### src/rtl/music_pkg.sv
// Shared types and field widths for the note sequencer and its note-ROM bus.
package music_pkg;

    localparam int NOTE_W = 6;
    localparam int DUR_W  = 6;
    localparam int IDX_W  = 6;
    localparam int ADDR_W = 2 + IDX_W;
    localparam int WORD_W = NOTE_W + DUR_W;

    localparam logic [NOTE_W-1:0] NOTE_REST      = '0;
    localparam logic [DUR_W-1:0]  END_MARKER_DUR = '0;

    typedef enum logic [2:0] {
        S_IDLE,
        S_FETCH,
        S_LOAD,
        S_PLAY,
        S_GAP,
        S_DONE
    } state_e;

    typedef struct packed {
        logic [NOTE_W-1:0] note;
        logic [DUR_W-1:0]  dur;
    } rom_word_t;

endpackage

### src/rtl/music_sequencer_if.sv
// Note-ROM bus: the sequencer drives the address, the ROM returns the word one clock later.
interface music_sequencer_if;
    import music_pkg::*;

    logic [ADDR_W-1:0] mem_addr;
    logic [WORD_W-1:0] mem_data;

    modport master (output mem_addr, input mem_data);
    modport slave  (input mem_addr, output mem_data);

endinterface

### src/rtl/music_sequencer_tick_down_counter.sv
// Loadable down-counter; done flags the enabled step that leaves count 1.
module tick_down_counter #(
    parameter int W = 6
) (
    input  logic         clk,
    input  logic         reset,
    input  logic         load,
    input  logic [W-1:0] load_val,
    input  logic         en,
    output logic         done
);

    logic [W-1:0] count_q, count_d;

    // NOTE: count_d gets a default before any branch so no latch is inferred.
    always_comb begin
        count_d = count_q;
        if (load) begin
            count_d = load_val;
        end else if (en && count_q != '0) begin
            count_d = count_q - W'(1);
        end
    end

    // NOTE: state flops use non-blocking assignments so every flop samples pre-edge values.
    always_ff @(posedge clk or posedge reset) begin
        if (reset) begin
            count_q <= '0;
        end else begin
            count_q <= count_d;
        end
    end

    assign done = en && (count_q == W'(1));

endmodule

### src/rtl/music_sequencer.sv
// Walks the selected song in note ROM, plays each note for its duration in ticks,
// and pulses force_prox at end of song so the selector moves to the next track.
module music_sequencer
    import music_pkg::*;
#(
    parameter int GAP_TICKS = 1
) (
    input  logic               clk,
    input  logic               reset,
    input  logic [1:0]         select,
    input  logic               start,
    input  logic               tick,
    input  logic               pause,
    music_sequencer_if.master  mem,
    output logic [NOTE_W-1:0]  note,
    output logic               playing,
    output logic               force_prox
);

    localparam logic [DUR_W-1:0] GAP_VAL = DUR_W'(GAP_TICKS);

    state_e            state_q, state_d;
    logic [1:0]        song_q, song_d;
    logic [IDX_W-1:0]  index_q, index_d;
    logic [NOTE_W-1:0] note_q, note_d;
    logic              playing_q, playing_d;
    logic              force_prox_q, force_prox_d;
    logic              advance;

    rom_word_t word;
    logic      run_en;
    logic      dur_done, gap_done;

    assign word   = rom_word_t'(mem.mem_data);
    assign run_en = tick && !pause && !start;

    tick_down_counter #(.W(DUR_W)) u_dur_cnt (
        .clk      (clk),
        .reset    (reset),
        .load     (state_q == S_LOAD && word.dur != END_MARKER_DUR && !start),
        .load_val (word.dur),
        .en       (state_q == S_PLAY && run_en),
        .done     (dur_done)
    );

    tick_down_counter #(.W(DUR_W)) u_gap_cnt (
        .clk      (clk),
        .reset    (reset),
        .load     (dur_done),
        .load_val (GAP_VAL),
        .en       (state_q == S_GAP && run_en),
        .done     (gap_done)
    );

    always_comb begin
        state_d      = state_q;
        song_d       = song_q;
        index_d      = index_q;
        note_d       = note_q;
        force_prox_d = 1'b0;
        advance      = 1'b0;

        if (start) begin
            song_d  = select;
            index_d = '0;
            note_d  = NOTE_REST;
            state_d = S_FETCH;
        end else begin
            case (state_q)
                S_IDLE:  note_d = NOTE_REST;
                S_FETCH: state_d = S_LOAD;
                S_LOAD: begin
                    if (word.dur == END_MARKER_DUR) begin
                        note_d  = NOTE_REST;
                        state_d = S_DONE;
                    end else begin
                        note_d  = word.note;
                        state_d = S_PLAY;
                    end
                end
                S_PLAY: begin
                    if (dur_done) begin
                        if (GAP_TICKS > 0) begin
                            note_d  = NOTE_REST;
                            state_d = S_GAP;
                        end else begin
                            advance = 1'b1;
                        end
                    end
                end
                S_GAP: begin
                    note_d  = NOTE_REST;
                    advance = gap_done;
                end
                S_DONE: begin
                    note_d       = NOTE_REST;
                    force_prox_d = 1'b1;
                    state_d      = S_IDLE;
                end
                default: state_d = S_IDLE;
            endcase

            // The last index of a song ends it rather than spilling into the next song.
            if (advance) begin
                if (&index_q) begin
                    note_d  = NOTE_REST;
                    state_d = S_DONE;
                end else begin
                    index_d = index_q + IDX_W'(1);
                    state_d = S_FETCH;
                end
            end
        end

        playing_d = (state_d == S_PLAY) || (state_d == S_GAP);
    end

    always_ff @(posedge clk or posedge reset) begin
        if (reset) begin
            state_q      <= S_IDLE;
            song_q       <= '0;
            index_q      <= '0;
            note_q       <= NOTE_REST;
            playing_q    <= 1'b0;
            force_prox_q <= 1'b0;
        end else begin
            state_q      <= state_d;
            song_q       <= song_d;
            index_q      <= index_d;
            note_q       <= note_d;
            playing_q    <= playing_d;
            force_prox_q <= force_prox_d;
        end
    end

    assign mem.mem_addr = {song_q, index_q};
    assign note         = note_q;
    assign playing      = playing_q;
    assign force_prox   = force_prox_q;

endmodule

### src/flat_wrapper.sv
// flat-port wrapper written by rule: the top's interface ports become plain ports
module music_sequencer_flat import music_pkg::*;
#(
    parameter int GAP_TICKS = 1
)
  (clk, reset, select, start, tick, pause, note, playing, force_prox, mem_mem_addr, mem_mem_data);
  music_sequencer_if mem_i ();
  input  logic clk;
  input  logic reset;
  input  logic [1:0] select;
  input  logic start;
  input  logic tick;
  input  logic pause;
  output logic [NOTE_W-1:0] note;
  output logic playing;
  output logic force_prox;
  output wire logic [$bits(mem_i.mem_addr)-1:0] mem_mem_addr;
  input wire logic [$bits(mem_i.mem_data)-1:0] mem_mem_data;
  assign mem_mem_addr = mem_i.mem_addr;
  assign mem_i.mem_data = mem_mem_data;
  music_sequencer #(.GAP_TICKS(GAP_TICKS)) u_core (.clk(clk), .reset(reset), .select(select), .start(start), .tick(tick), .pause(pause), .mem(mem_i), .note(note), .playing(playing), .force_prox(force_prox));
endmodule
### config.mk
export PLATFORM = sky130hd
export DESIGN_NAME = music_sequencer_flat
export DESIGN_NICKNAME = d
export VERILOG_FILES = /design/src/rtl/music_pkg.sv /design/src/rtl/music_sequencer_if.sv /design/src/rtl/music_sequencer_tick_down_counter.sv /design/src/rtl/music_sequencer.sv /design/src/flat_wrapper.sv
export SDC_FILE = /design/constraint.sdc
export NUM_CORES = 1
export LEC_CHECK = 0
export CAP_MARGIN = 20
export CORE_UTILIZATION = 56
export DETAILED_ROUTE_END_ITERATION = 8
export PLACE_DENSITY = 0.85
export SYNTH_ARGS = -nofsm -noshare
export SYNTH_HDL_FRONTEND = slang
export SYNTH_HIERARCHICAL = 1
export SYNTH_SLANG_ARGS = --single-unit
export TNS_END_PERCENT = 10
### constraint.sdc
create_clock -name clk -period 6 [get_ports clk]
set_clock_uncertainty 0.2 [all_clocks]
set_input_delay 0.6 -clock clk [delete_from_list [all_inputs] [get_ports clk]]
set_output_delay 0.6 -clock clk [all_outputs]
set_load 0.005 [all_outputs]
* Word-level counts from Yosys, hierarchy flattened
Index checks and enable logic that the tools add are counted.
** Word-level totals
- Flip-flop bits (word level) :: 31
- Output and inout bits :: 16
- Logic and storage cells :: 69
** Operators by class
- $add $sub $neg :: 3
- Eq/ne operators :: 10
- Muxes and demuxes :: 23
- Reduce and logical (&&, ||, !) cells :: 25
** Operator list (number)
- $mux 6 :: 12
- $pmux 6 s3 :: 1
- $reduce_bool 6->1 :: 3
- $mux 3 :: 5
- $eq 6x1->1 const B :: 2
- $pmux 3 s4 :: 1
- $sub 6x1->6 const B :: 2
- $logic_and 1x1->1 :: 10
- $eq 3x2->1 const B :: 3
- $eq 3x3->1 const B :: 3
- $add 6x1->6 const B :: 1
- $logic_not 6->1 :: 1
- $reduce_and 6->1 :: 1
- $reduce_bool 2->1 :: 3
- $mux 1 :: 4
- $eq 3x1->1 const B :: 1
- $logic_not 3->1 :: 1
- $reduce_or 3->1 :: 1
- $logic_not 1->1 :: 2
- $ne 2x2->1 const B :: 1
- $reduce_and 2->1 :: 1
- $reduce_or 2->1 :: 1
- $logic_or 1x1->1 :: 1

* Depth between registers and ports, before layout
- Depth in word-level cells :: 11
- Depth in mapped cells :: 9
- Depth with buffers taken out :: 8

* Hierarchy
Netlist, hierarchy kept.
** By module, submodules not included
- music_sequencer :: times used 1, cells an instance 94, area an instance 1002.2 µm², sequential area each 475.5 µm²
- tick_down_counter :: times used 2, cells an instance 49, area an instance 430.4 µm², sequential area each 150.1 µm²

* Worst setup path before layout
Ideal clock, no wire load.
- Kind :: reg2reg
- Start :: register u_core.state_q[0]
- End :: register u_core.index_q[4]
- Library setup time :: 0.119 ns
- Arrival :: 2.572 ns
- Data required time :: 5.681 ns
- Slack :: 3.110 ns
- Stages on the path, launching flop included :: 10
- Path buffers :: 1
- Clock period less this slack :: 2.890 ns
- Path through :: dfrtp_1 -> buf_6 -> or3b_2 -> nor3_1 -> nand2_1 -> nor3_1 -> nand4bb_4 -> a2111oi_4 -> xnor2_1 -> nor2_1
** Between the ends
- Longest elaborated chain between the ends :: 7
** RTL lines
- start: declaration :: line music_sequencer.sv:22 : state_e state_q, state_d;
- start signal: assignment :: line music_sequencer.sv:127 : state_q <= state_d;
- $eq 3x3->1 :: line music_sequencer.sv:51 : .en (state_q == S_GAP && run_en),
- $logic_and 1x1->1 :: line music_sequencer.sv:51
- $logic_and 1x1->1 :: line music_sequencer_tick_down_counter.sv:34 : assign done = en && (count_q == W'(1));
- named net u_core.gap_done :: line music_sequencer.sv:32 : logic dur_done, gap_done;
- $mux 1
- $mux 1 :: line music_sequencer.sv:63 : if (start) begin
- $reduce_bool 2->1 (no source line)
- $reduce_and 2->1 (no source line)
- end signal: assignment :: line music_sequencer.sv:129 : index_q <= index_d;
- end: declaration :: line music_sequencer.sv:24 : logic [IDX_W-1:0] index_q, index_d;
The timed path passes the listed nets, and every way through them passes these cells. The select of a mux whose other input is x is not followed.
A chain may end at the register's enable or synchronous reset.

* Final worst setup path
- Start :: input start
- End :: register u_core.note_q[4], in the netlist u_core/note[4]
** Between the ends
- Longest elaborated chain between the ends :: 9
** RTL lines
- start: declaration :: line flat_wrapper.sv:11 : input logic start;
- $logic_not 1->1 * :: line music_sequencer.sv:35 : assign run_en = tick && !pause && !start;
- $logic_and 1x1->1 * :: line music_sequencer.sv:35
- $logic_and 1x1->1 * :: line music_sequencer.sv:42 : .en (state_q == S_PLAY && run_en),
- $logic_and 1x1->1 * :: line music_sequencer_tick_down_counter.sv:34
- named net u_core.dur_done :: line music_sequencer.sv:32
- $mux 6 * :: line music_sequencer.sv:82 : if (dur_done) begin
- $pmux 6 s3 * :: line music_sequencer.sv:69 : case (state_q)
- $mux 6 :: line music_sequencer.sv:105 : if (&index_q) begin
- $mux 6 * :: line music_sequencer.sv:104 : if (advance) begin
- $mux 6 * :: line music_sequencer.sv:63
- named net u_core.note_d[4] :: line music_sequencer.sv:25 : logic [NOTE_W-1:0] note_q, note_d;
- end signal: assignment :: line music_sequencer.sv:130 : note_q <= note_d;
- end: declaration :: line music_sequencer.sv:25
The timed path passes the listed nets; every way through them passes the cells marked *. The select of a mux whose other input is x is not followed.

==> results by group <==
Worst setup path
  – Crit path launch type: input port
  – Reg2reg end: u_core/index_q[1]
  – Crit path arrival time: roughly 3500 ps
  – Worst setup path class: input port to register
  – CP max FO: 18
  – Nature of the critical path endpoint: register
  – Reg2reg start: u_core/state_q[2]
  – Worst Reg-to-Reg Cells: 8
  – R2R setup slack: 2690 ps
  – Critical Path RT: 6010 ps

Yosys
  – Sequential-to-total area share from yosys stat: a little over two fifths
  – Simple-gate portion of the synthesized area: 24.2%
  – Synth Area in Compound Gates: between 20% and 30%
  – Yosys reg bits: 31
  – XOR/XNOR Fraction of Synth Area: around 1.4%
  – Post-synth cell types: between 40 and 50
  – Number of synthesized flops with an enable pin: 0
  – Largest family of logic cells by synthesized area: simple AND/OR/NAND/NOR gates
  – Mean Syn Cell Area: around 9.7 µm²
  – Synth async-reset ratio: 100%
  – Post-synth top flop: dfrtp_1
  – Synthesized cell area: 0.00186 mm²
  – Multiplexer share of the synthesized area: under 10%
  – Adder-cell share of the synthesized area: 4.70%
  – Synth Warn #: 6
  – Cells after synthesis: between 150 and 200

Die
  – Core area: roughly 0.0031 mm²
  – Row count: 20
  – Chip height: between 50 and 60 µm
  – I/O pin count: 35
  – Die ar.: about 0.0036 mm²
  – Chip width: around 60 µm
  – Starting Density: 60.0%

Worst hold path
  – Hold Path Class: register to register
  – Hold Crit Start: u_core/song_q[1]
  – Hold path depth: 1
  – WHS Endpoint: u_core/song_q[1]

Finish
  – Diode count: 0
  – Fillers: between 200 and 300
  – Reg area: around 780 µm²
  – Multi-input gate area: between 0.001 and 0.0015 mm²
  – Synthesis-to-finish area growth: 23.0%
  – Commonest non-fill, non-tap cells in the layout: clkdlybuf4s50_1, dfrtp_1, nor2_1, inv_1, nand2_1
  – Fin nets: 259
  – Share of layout cells above drive strength 1: 9.87%
  – Commonest non-fill, non-tap cell in the layout: clkdlybuf4s50_1
  – Finished Layout Cells: roughly 280

Drt
  – Vias: roughly 1.6k
  – Total routed wirelength: 4120 µm
  – Vias per inst: approximately 5.7
  – Initial DRC Count: 66
  – Total DRC errors in the routed layout: 0
  – Routed wire per std cell: 14.9 µm
  – DRT antenna net count: 0
  – Drt pass-1 iters: 4

Timing
  – Setup violators final: 0
  – Post-Route Setup TNS: 0 ps
  – Slew headroom: around 27%
  – RSZ-0062 raised after global routing: false
  – Worst-Margin Slew: 1080 ps
  – Max-slew violation count: 0
  – Hold_ws: 323 ps
  – Fmax: 286 MHz
  – Final Hold Vio Count: 0
  – Min Clock Period, post-route: between 3000 and 4000 ps
  – Share of the clock period used by the worst path: around three fifths

GRT
  – Initial antenna violation count: 0
  – Gr ovfl total: 0
  – First-pass GRT wire length: 6680 µm
  – Vias in the first global route: 1520
  – Pin count of the biggest net entering global routing: 20
  – Tot GR Track Use: 25.6%

Clocking
  – Post-CTS Hold Buffers: 0
  – Post-CTS setup buffers: 0
  – Cts bufs inserted: 5
  – H-tree depth: 2
  – CTS tree: done
  – Worst skew pair latency: approximately 330 ps
  – Root Driver: clkbuf_4
  – Clock buffer depth: 2
  – Clock transition at path regs: 90 ps
  – Post_cts resized: 0
  – Clk sink count: 31

Placed design
  – GPL Wtd Cong: between 0.9 and 1
  – I/O Buffers: 34
  – Dpl cells: 270
  – DP HPWL: 3040 µm

Power and ir drop
  – Power Total: slightly above 0.0005 W
  – Leakage power: around 0.9 nW
  – Power Dens Cells: around 220 mW/mm²
  – Worst vdd ir: around 0.15 mV

Run status
  – Status: complete, no violations

Flow run
  – Max_cap viols: 0
-- registers in the layout, indices dropped and copies added (netlist names) --
| name | count |
|---|---|
| u_core/u_dur_cnt/count_q | 6 |
| u_core/state_q | 3 |
| u_core/playing | 1 |
| u_core/song_q | 2 |
| u_core/index_q | 6 |
| u_core/u_gap_cnt/count_q | 6 |
| u_core/note | 6 |
| u_core/force_prox | 1 |
-- cells in the mapped netlist, types with 2 or more instances --
| cell type | number | area [µm²] |
|---|---|---|
| nand3b_1 | 2 | 15.0 |
| ha_1 | 7 | 87.6 |
| dfrtp_1 | 31 | 776 |
| inv_1 | 14 | 52.6 |
| or3_4 | 2 | 22.5 |
| a211o_2 | 2 | 20.0 |
| clkbuf_1 | 2 | 7.51 |
| a31oi_1 | 2 | 12.5 |
| nand2b_1 | 5 | 31.3 |
| mux2_2 | 2 | 22.5 |
| nor3b_1 | 3 | 22.5 |
| or4_1 | 2 | 15.0 |
| conb_1 | 2 | 7.51 |
| a21oi_1 | 11 | 55.1 |
| nor3_1 | 9 | 45.0 |
| o21ai_0 | 2 | 10.0 |
| xnor2_1 | 3 | 26.3 |
| o31ai_1 | 3 | 22.5 |
| nand2_1 | 13 | 48.8 |
| nand4_1 | 2 | 12.5 |
| nor2_1 | 23 | 86.3 |
| o31a_1 | 6 | 52.6 |
| a22oi_1 | 7 | 52.6 |
| clkbuf_8 | 2 | 27.5 |
| a2111oi_0 | 4 | 35.0 |
| a31o_2 | 3 | 26.3 |
| or3b_1 | 2 | 17.5 |
| o21a_1 | 2 | 15.0 |
| nand3_1 | 2 | 10.0 |
| nor2b_1 | 5 | 31.3 |
-- critical path, stage by stage --
cell	delay, ps
clkdlybuf4s50_1	720
nor4_1	1040
nand2_1	130
nor3_1	170
buf_4	230
nand2_1	90
a22o_1	280
a22oi_1	190
nor2_1	70
-- power breakdown --
group | switching (W) | total (W) | leakage, nW | internal [W]
Combinational | 0.0000615 | 0.000122 | 0.461 | 0.0000606
Clock | 0.0000708 | 0.000125 | 0.0341 | 0.0000542
Sequential | 0.0000286 | 0.000261 | 0.400 | 0.000233
-- area by class of cell --
cell class	instances	share of cell area (%)
Clock buffer	6	2.24
Clock inverter	1	0.218
Inverter	14	2.29
Multi-Input combinational cell	146	43.8
Sequential cell	31	33.9
Tap cell	44	2.40
Timing Repair Buffer	35	15.2
-- logic make-up after synthesis --
family | count (synthesis)
AOI/OAI and AO/OA | 49
DFF | 31
adders and majority gates | 7
xor gates and xnor gates | 3
buffers and inverters | 19
and+or+nand+nor | 78
other | 2
muxes | 3
-- routing by layer --
| layer | track usage [%] | share of wire (%) | routed length [µm] |
|---|---|---|---|
| met5 | 0 | 0 | 0 |
| met4 | 9.30 | 0.87 | 36 |
| met3 | 7.79 | 4.0 | 163 |
| met2 | 43.3 | 50 | 2070 |
| met1 | 30.6 | 45 | 1850 |
-- worst max path at each step --
stage                        endpoint  cells after the start               from
finish                 u_core/note[4]                      9              start
global route           u_core/note[4]                      9              start
global placement       u_core/note[0]                      9              start
detailed placement     u_core/note[4]                      9              start
floorplan           u_core/index_q[4]                      9  u_core/state_q[0]
CTS                    u_core/note[5]                      9              start
-- metrics by stage --
step | cell area [µm²] | utilization, % | worst slack, ps
floorplan | 1880 | - | 3110
global placement | 2230 | 72.0 | 2340
detailed placement | 2230 | 72.0 | 2160
CTS | 2290 | 73.8 | 2520
global route | 2290 | 73.8 | 2320
finish | 2290 | 73.8 | 2500
No activity file was read; power rests on OpenSTA's default activity.
==> edit, RTL diff (config.mk and constraints unchanged) <==
The package constant `DUR_W` goes from 6 to 8.
--- a/src/rtl/music_pkg.sv
+++ b/src/rtl/music_pkg.sv
@@ -2,7 +2,7 @@
 package music_pkg;
 
     localparam int NOTE_W = 6;
-    localparam int DUR_W  = 6;
+    localparam int DUR_W  = 8;
     localparam int IDX_W  = 6;
     localparam int ADDR_W = 2 + IDX_W;
     localparam int WORD_W = NOTE_W + DUR_W;
Ports: changed (resized mem_mem_data); port bits go from 35 to 37. No check against the original RTL was run, so the function may have changed too.
==> edit against the original RTL <==
First-iteration DRC count is 68% higher; synthesized cell count is 25% higher; setup slack worse by 0.82 ns; critical path type unchanged; synthesized area is 24% higher; total power is 18% higher; sequential cell count is 4 higher; cell area is 22% higher; sequential power is 8.0% higher; global-route usage is 0.20 points higher; worst hold slack worse by 0.014 ns; routed wire length is 21% higher.
==> edit: results (changes against the original RTL) <==
Run status
  – Status: completed (unchanged)

Critical path
  – Capturing point of the worst reg2reg path: u_core/playing (was u_core/index_q[1])
  – CP endpoint: u_core/playing (was u_core/note[4])
  – FF-to-FF path depth: 7 (was 8)
  – Crit path DAT: 4.34 ns (was 3.50 ns)
  – R2R Setup Slk: 2.02 ns (was 2.69 ns)
  – Reg2reg start: u_core/state_q[2] (unchanged)
  – Peak fanout along the critical path: 20 (was 18)

Global route
  – Total GRT Usage: 0.2578 (was 0.2558)
  – Vias in the first global route: 1830 (was 1520)
  – First-pass GRT wire length: 8445 um (was 6679 um)
  – Largest net degree at the start of global routing: 21 (was 20)

Place
  – Final HPWL DP: 3557 um (was 3039 um)
  – Worst slack at placement: 1.410 ns (was 2.164 ns)
  – Port Buf Inserts: 36 (was 34)
  – RD Place Congestion: 0.8124 (was 0.9062)
  – Placed Instances: 319 (was 270)

Clocking
  – Root Driver: clkbuf_8 (was clkbuf_4)
  – Postcts setup bufs: 0 (unchanged)
  – Clock Latency Late Sink: 0.29 ns (was 0.33 ns)
  – H-tree depth reported by CTS: 2 (unchanged)
  – CTS clock-pin slew for the worst setup and hold paths: 0.07 ns (was 0.09 ns)

Logic synthesis
  – Synth cell count leaders: dfrtp_1 (35), nor2_1 (25), nand2_1 (16) (was dfrtp_1 (31), nor2_1 (23), inv_1 (14))
  – Syn_area_per_cell: 9.608 um2 (was 9.703 um2)
  – Sequential fraction of the synthesis area: 0.3798 (was 0.4164)
  – Cell variety after synth: 60 (was 47)
  – Top cells by area, synth: dfrtp_1 (38%), nor2_1 (4.1%), ha_1 (3.8%) (was dfrtp_1 (42%), ha_1 (4.7%), nor2_1 (4.6%))
  – FFs w/ async S/R, synth: 1.000 (unchanged)

Finish
  – Diodes inserted: 0 (unchanged)
  – Final nets: 307 (was 259)
  – Ratio of cells with drive above 1 in the final layout: 0.1107 (was 0.09871)

Route
  – Routed len/inst: 15.25 um (was 14.88 um)
  – Routed Antenna Nets: 0 (unchanged)
  – Total number of vias: 1948 (was 1571)
  – Drt first-iter violations: 111 (was 66)
  – Final wirelength: 5001 um (was 4122 um)

Timing
  – Relative slew slack: 0.3155 (was 0.2730)
  – Final Hold Fails: 0 (unchanged)
  – Fin crit period: 4.322 ns (was 3.498 ns)

Pwr
  – Leakage: 0.001113 uW (was 0.0008955 uW)
  – VDD IR max: 0.0001494 V (was 0.0001501 V)
[edit: how the worst min path moves through the flow]
stage	from	to	slack (ns)	cells after the start
global route	u_core/song_q[1]	u_core/song_q[1]	0.33	1
finish	u_core/song_q[1]	u_core/song_q[1]	0.31	1
floorplan	reset	u_core/u_dur_cnt/count_q[0]	0.22	1
global placement	u_core/song_q[1]	u_core/song_q[1]	0.29	1
detailed placement	u_core/song_q[1]	u_core/song_q[1]	0.29	1
CTS	u_core/song_q[1]	u_core/song_q[1]	0.31	1
[edit: layout make-up]
cell class	count	area (um2)
Clock buffer	6	82.58
Clock inverter	2	35.03
Fill cell	287	1002
Inverter	17	63.81
Multi-Input combinational cell	183	1311
Sequential cell	35	875.8
Tap cell	48	60.06
Timing Repair Buffer	37	367.9
[edit: kinds of logic (layout without fill, tap and decap cells)]
family	after synthesis	after routing	synth area share
mux	3	3	0.01411
other cells	2	8	0.003257
compound gates	55	55	0.2008
flops	35	35	0.3798
buf+inv	28	62	0.06131
simple gates	106	106	0.2876
xor+xnor	4	4	0.01520
fa+ha+maj	7	7	0.03798
[edit: worst max-delay path, cell delays in order]
cell and delay (ns):
clkdlybuf4s50_1 0.70, nor4_1 0.98, nor4b_2 0.65, and3_1 0.70, a21oi_1 0.20, or3_1 0.37, o2bb2ai_2 0.14
[edit: power by group]
group          switching (uW)  total, uW  internal (uW)
sequential               28.8        282            253
combinational            46.2       96.7           50.5
clock                    88.4        223            134
[edit: per-stage QoR]
step	hold WS [ns]	cell area [um2]
after global placement	0.2892	2671
after floorplan	0.2157	2328
final	0.3088	2796
after global routing	0.3344	2796
after CTS	0.3120	2789
after detailed placement	0.2948	2671
[edit: routing by layer]
layer  GRT usage  routed length, um  up-vias
met1      0.3414               2351      932
li1            -                  -      961
met5           0                  0        -
met2      0.4171               2358       49
met3     0.05862                225        6
met4     0.07979                 65        0
